<file path="config.mk">
export PLATFORM = sky130hd
export DESIGN_NAME = cmp_sequencer_flat
export DESIGN_NICKNAME = d
export VERILOG_FILES = /design/src/rtl/cmp_sequencer_if.sv /design/src/rtl/cmp_sequencer.sv /design/src/flat_wrapper.sv
export SDC_FILE = /design/constraint.sdc
export NUM_CORES = 1
export LEC_CHECK = 0
export CORE_MARGIN = 5
export CORE_UTILIZATION = 45
export CTS_CLUSTER_DIAMETER = 30
export CTS_CLUSTER_SIZE = 30
export DETAILED_ROUTE_END_ITERATION = 7
export HOLD_SLACK_MARGIN = 0.05
export PLACE_DENSITY_LB_ADDON = 0.12
export SETUP_SLACK_MARGIN = 0.5
export SYNTH_ARGS = -nofsm -noshare
export SYNTH_HDL_FRONTEND = slang
export SYNTH_SLANG_ARGS = --single-unit
</file>
<file path="constraint.sdc">
create_clock -name clk -period 2.8 [get_ports clk]
set_input_delay 0.7 -clock clk [delete_from_list [all_inputs] [get_ports clk]]
set_output_delay 0.7 -clock clk [all_outputs]
set_load 0.005 [all_outputs]
</file>
<file path="src/rtl/cmp_sequencer_if.sv">
// Operand-pair sequencer bus: byte stream in, operands and enable out to the
// comparator, comparator result back, and the captured-result handshake.
interface cmp_sequencer_if;
  logic [7:0] in_data;
  logic       in_valid;
  logic       in_ready;
  logic       flush;
  logic [7:0] op_a;
  logic [7:0] op_b;
  logic       cmp_en;
  logic       cmp_greater;
  logic       res_greater;
  logic       res_valid;
  logic       res_ready;

  // Environment side: byte producer, comparator and result consumer.
  modport master (
    output in_data, in_valid, flush, cmp_greater, res_ready,
    input  in_ready, op_a, op_b, cmp_en, res_greater, res_valid
  );

  // Sequencer side.
  modport slave (
    input  in_data, in_valid, flush, cmp_greater, res_ready,
    output in_ready, op_a, op_b, cmp_en, res_greater, res_valid
  );
endinterface

</file>
<file path="src/rtl/cmp_sequencer.sv">
// Loads an operand pair (A then B), strobes an external a>b comparator and
// holds the captured result. Defining CMP_COUNT_EN adds a saturating counter of greater results.
module cmp_sequencer #(
  parameter int CNT_W = 8
) (
  input  logic             clk,
  input  logic             rst_n,
  cmp_sequencer_if.slave   bus
`ifdef CMP_COUNT_EN
  ,
  input  logic             cnt_clr,
  output logic [CNT_W-1:0] gt_count
`endif
);

  typedef enum logic [1:0] {
    LOAD_A  = 2'd0,
    LOAD_B  = 2'd1,
    COMPARE = 2'd2,
    RESULT  = 2'd3
  } state_t;

  state_t state, state_nxt;
  logic   rdy_en;
  logic   load_a, load_b, capture, cmp_en_nxt;

  if (CNT_W < 1) begin : g_bad_cnt_w
    $error("cmp_sequencer: CNT_W must be at least 1");
  end

  // COMPARE lasts two cycles: the first lets the freshly loaded op_b reach
  // the comparator, the second raises cmp_en and the closing edge captures.
  always_comb begin
    // NOTE: every output of this block gets a default first, so no path can
    // leave a signal unassigned and infer a latch.
    state_nxt     = state;
    load_a        = 1'b0;
    load_b        = 1'b0;
    capture       = 1'b0;
    cmp_en_nxt    = 1'b0;
    bus.in_ready  = 1'b0;
    bus.res_valid = 1'b0;

    case (state)
      LOAD_A: begin
        bus.in_ready = rdy_en;
        if (bus.in_valid && rdy_en) begin
          load_a    = 1'b1;
          state_nxt = LOAD_B;
        end
      end
      LOAD_B: begin
        bus.in_ready = rdy_en;
        if (bus.in_valid && rdy_en) begin
          load_b    = 1'b1;
          state_nxt = COMPARE;
        end
      end
      COMPARE: begin
        if (bus.cmp_en) begin
          capture   = 1'b1;
          state_nxt = RESULT;
        end else begin
          cmp_en_nxt = 1'b1;
        end
      end
      RESULT: begin
        bus.res_valid = 1'b1;
        if (bus.res_ready) state_nxt = LOAD_A;
      end
      default: state_nxt = LOAD_A;
    endcase

    // Flush beats everything, including a byte offered in the same cycle.
    if (bus.flush) begin
      state_nxt  = LOAD_A;
      load_a     = 1'b0;
      load_b     = 1'b0;
      capture    = 1'b0;
      cmp_en_nxt = 1'b0;
    end
  end

  // rdy_en keeps in_ready low while in reset and raises it at the first edge after release.
  always_ff @(posedge clk or negedge rst_n) begin
    // NOTE: state is updated with non-blocking assignments so every flop
    // samples pre-edge values, independent of process ordering.
    if (!rst_n) begin
      state      <= LOAD_A;
      rdy_en     <= 1'b0;
      bus.cmp_en <= 1'b0;
    end else begin
      state      <= state_nxt;
      rdy_en     <= 1'b1;
      bus.cmp_en <= cmp_en_nxt;
    end
  end

  // Operands survive a flush; only a fresh load replaces them.
  always_ff @(posedge clk or negedge rst_n) begin
    if (!rst_n) begin
      bus.op_a        <= '0;
      bus.op_b        <= '0;
      bus.res_greater <= 1'b0;
    end else begin
      if (load_a)  bus.op_a        <= bus.in_data;
      if (load_b)  bus.op_b        <= bus.in_data;
      if (capture) bus.res_greater <= bus.cmp_greater;
    end
  end

`ifdef CMP_COUNT_EN
  always_ff @(posedge clk or negedge rst_n) begin
    if (!rst_n) begin
      gt_count <= '0;
    end else if (cnt_clr) begin
      gt_count <= '0;
    end else if (capture && bus.cmp_greater && (gt_count != {CNT_W{1'b1}})) begin
      gt_count <= gt_count + CNT_W'(1);
    end
  end
`endif

endmodule
</file>
<file path="src/flat_wrapper.sv">
// flat-port wrapper written by rule: the top's interface ports become plain ports
module cmp_sequencer_flat 
#(
  parameter int CNT_W = 8
)
  (clk, rst_n, bus_in_data, bus_in_valid, bus_flush, bus_cmp_greater, bus_res_ready, bus_in_ready, bus_op_a, bus_op_b, bus_cmp_en, bus_res_greater, bus_res_valid);
  cmp_sequencer_if bus_i ();
  input  logic clk;
  input  logic rst_n;
  input wire logic [$bits(bus_i.in_data)-1:0] bus_in_data;
  input wire logic [$bits(bus_i.in_valid)-1:0] bus_in_valid;
  input wire logic [$bits(bus_i.flush)-1:0] bus_flush;
  input wire logic [$bits(bus_i.cmp_greater)-1:0] bus_cmp_greater;
  input wire logic [$bits(bus_i.res_ready)-1:0] bus_res_ready;
  output wire logic [$bits(bus_i.in_ready)-1:0] bus_in_ready;
  output wire logic [$bits(bus_i.op_a)-1:0] bus_op_a;
  output wire logic [$bits(bus_i.op_b)-1:0] bus_op_b;
  output wire logic [$bits(bus_i.cmp_en)-1:0] bus_cmp_en;
  output wire logic [$bits(bus_i.res_greater)-1:0] bus_res_greater;
  output wire logic [$bits(bus_i.res_valid)-1:0] bus_res_valid;
  assign bus_i.in_data = bus_in_data;
  assign bus_i.in_valid = bus_in_valid;
  assign bus_i.flush = bus_flush;
  assign bus_i.cmp_greater = bus_cmp_greater;
  assign bus_i.res_ready = bus_res_ready;
  assign bus_in_ready = bus_i.in_ready;
  assign bus_op_a = bus_i.op_a;
  assign bus_op_b = bus_i.op_b;
  assign bus_cmp_en = bus_i.cmp_en;
  assign bus_res_greater = bus_i.res_greater;
  assign bus_res_valid = bus_i.res_valid;
  cmp_sequencer #(.CNT_W(CNT_W)) u_core (.clk(clk), .rst_n(rst_n), .bus(bus_i));
endmodule
</file>
==> run summary <==
slowest stage cell on the critical path: sky130_fd_sc_hd__clkdlybuf4s50_1
result of the run: complete, no violations
worst hold stages: 1
layout overhead on the synthesized area: 50.8%
Yosys warnings: 0
cell at the root of the clock tree: sky130_fd_sc_hd__clkbuf_4
GRT Total Usage: 0.148
launch point of the worst reg-to-reg path: u_core.state[0]$_DFFE_PN0P_
maximum root-to-sink buffer count: 2
post-synth cell types: 15
critical path data required time: 2.10 ns
total half-perimeter wirelength after legalization and detailed placement: 1.43 mm
Worst-Skew Late Latency: 0.29 ns
die extent in x: 54.6 um
post-placement setup slack: 0.585 ns
clock tree from TritonCTS: done
category of the critical setup timing path: flop to output port
Final Net Count: 122
max-cap viol count: 0
Max Fanout on Critical Path: 3
arrival time reported for the critical path endpoint: 1.53 ns
Hold Path Class: flop to flop
hold_ws: 0.495 ns
syn nets: 79
num ports: 34
unrepaired setup endpoints after global routing: false
clock buffer count from CTS: 3
Final ANT Viol Nets: 0
first-pass iteration count of the detailed router: 4
effective utilization at floorplan: 0.466
accumulated negative setup slack: 0 ns
cell count along the critical path: 3
critical path, cell by cell: buf_4 > ha_2 > clkdlybuf4s50_1
count of inserted antenna diode cells: 0
Detailed Route WL: 1.87 mm
post-route clock period utilization: 0.795
leakage power total: 0.000592 uW
maximum level of the CTS H-tree: 1
Vias/cell: 4.72
average wire per standard cell: 14.4 um
share of synthesized area occupied by flip-flops and latches: 0.587
start point of the worst min-delay path: u_core.bus.cmp_en$_DFF_PN0_
post-layout minimum cycle time: 2.23 ns
Setup-failing EPs final: 0
Max Slew Vio Count: 0
largest net degree at the start of global routing: 22
flip-flop and latch count after synthesis: 21
final hold violation count: 0
vias post-DR: 614
fraction of layout cells with a size suffix above 1: 0.350
critical path's largest stage delay: 0.51 ns
Fillers: 152
Crit path max-delay family: buffers and inverters
kind of start point of the critical path: flop
global-route wire length before repair: 3.08 mm
DRC: 0
Detailed Route Iter0 Violations: 1
full die area: 2980 um^2
count of input and output buffers: 33
clock slew at reported path FFs: 0.11 ns
highest ir drop seen on vdd: 573 uV
GR Overflow Total: 0
DIE HEIGHT: 54.6 um
Worst Setup Slack, final: 0.574 ns
number of global-route vias before repair: 667
setup slack of the worst register-to-register path: 1.11 ns
Critical Path End Type: output port
num rows: 16
Setup crit start: u_core.state[0]$_DFFE_PN0P_
clock sink count: 21
CP Buf/Inv Count: 2
cell count of the worst reg-to-reg path: 5
maximum operating frequency: 449 MHz
power density cells: 908 nW/um^2
area inside the core boundary: 1920 um^2
number of standard cells after synthesis: 61
skew final: 0.00456 ns
mapped cell area: 896 um^2
initial antenna violation count: 0
average cell area after synthesis: 14.7 um^2
GPL Wtd Cong: 0.692
[timing repair]
action | 4_1_cts | 5_1_grt
resized for setup | 7 | 1
hold buffers | 0 | 0
buffers inserted | 3 | 1
endpoints found under the setup margin | 1 | 1
[layout by cell type, fill, tap and decap left out, drive strengths merged]
cell type	Yosys	layout
mux2	18	18
nand2	2	2
mux2i	1	1
clkinv	0	1
o21a	1	1
a221oi	1	1
dfrtp	21	21
and3b	1	1
ha	4	4
nor3b	1	1
nand3b	1	1
clkdlybuf4s50	0	32
dlygate4sd2	0	1
conb	1	1
buf	0	5
inv	4	4
nand2b	2	2
nor2	2	2
a2bb2oi	1	1
clkbuf	0	3
[layer usage]
layer  part of all wire  track usage  vias up
li1                   -            -      293
met1               0.41        0.174      297
met2               0.50        0.244       20
met3              0.067       0.0490        4
met4              0.019       0.0622        0
met5                  0            0        -
[worst register-to-register path: cells and delay by family (launching register included)]
| kind | cells | cell delay, ns |
|---|---|---|
| AO/OA/AOI/OAI | 1 | 0.38 |
| adder cells (fa/ha/maj) | 1 | 0.23 |
| buffers and inverters | 2 | 0.20 |
| flip-flops | 1 | 0.40 |
| multiplexers | 1 | 0.37 |
[state kept, by name, summed over array words and instances, names as in the netlist]
signal and cells:
u_core.bus.op_a 8, u_core.bus.cmp_en 1, u_core.bus.res_greater 1, u_core.bus.op_b 8, u_core.state 2, u_core.rdy_en 1
[final cells by class]
type / instances / area, um^2 / area share
clock buffer: 3 / 22.5 / 0.0167
clock inverter: 1 / 5.00 / 0.00370
inverter: 4 / 15.0 / 0.0111
multi-input combinational: 36 / 383 / 0.283
sequential: 21 / 526 / 0.389
tap: 27 / 33.8 / 0.0250
timing repair buffer: 38 / 367 / 0.271
[power breakdown]
part | switching [uW] | internal [uW] | leakage, uW | total, uW
sequential | 69.2 | 432 | 0.000260 | 501
combinational | 185 | 402 | 0.000314 | 586
clock | 85.8 | 53.0 | 0.0000177 | 139
total | 340 | 887 | 0.000592 | 1230
[per-stage QoR]
| step | instance area, um^2 | power [uW] | utilization | cells |
|---|---|---|---|---|
| 2_1_floorplan | 896 | 720 | - | 61 |
| 6_report | 1350 | 1230 | 0.703 | 130 |
| 3_3_place_gp | 1270 | 1020 | 0.660 | 122 |
| 4_1_cts | 1340 | 1230 | 0.698 | 129 |
| 3_5_place_dp | 1270 | 1050 | 0.660 | 122 |
| 5_1_grt | 1350 | 1320 | 0.703 | 130 |
[cell families (layout without fill, tap and decap cells)]
family | count (synthesis) | after routing | share of synthesized area
AO/OA/AOI/OAI | 3 | 3 | 0.0349
adder cells (fa/ha/maj) | 4 | 4 | 0.0559
buffers and inverters | 4 | 46 | 0.0168
flip-flops | 21 | 21 | 0.587
multiplexers | 19 | 19 | 0.237
other | 1 | 1 | 0.00419
AND/OR/NAND/NOR | 9 | 9 | 0.0643
[final timing paths]
kind                                                 endpoint
setup / recovery                                bus_res_valid
min in group asynchronous  u_core.bus.res_greater$_DFFE_PN0P_
hold reg to reg                   u_core.bus.cmp_en$_DFF_PN0_
hold / removal                    u_core.bus.cmp_en$_DFF_PN0_
setup reg to reg                  u_core.state[0]$_DFFE_PN0P_
max in group asynchronous      u_core.bus.op_a[2]$_DFFE_PN0P_
[cells in the mapped netlist]
master | count | area, um^2
sky130_fd_sc_hd__conb_1 | 1 | 3.75
sky130_fd_sc_hd__ha_1 | 4 | 50.1
sky130_fd_sc_hd__mux2_2 | 18 | 203
sky130_fd_sc_hd__nor3b_1 | 1 | 7.51
sky130_fd_sc_hd__dfrtp_1 | 21 | 526
sky130_fd_sc_hd__o21a_1 | 1 | 7.51
sky130_fd_sc_hd__nand2_2 | 2 | 12.5
sky130_fd_sc_hd__and3b_2 | 1 | 10.0
sky130_fd_sc_hd__a221oi_2 | 1 | 15.0
sky130_fd_sc_hd__mux2i_1 | 1 | 10.0
sky130_fd_sc_hd__nor2_1 | 2 | 7.51
sky130_fd_sc_hd__inv_1 | 4 | 15.0
sky130_fd_sc_hd__nand3b_1 | 1 | 7.51
sky130_fd_sc_hd__a2bb2oi_1 | 1 | 8.76
sky130_fd_sc_hd__nand2b_1 | 2 | 12.5
No activity file was read; power rests on OpenSTA's default activity.
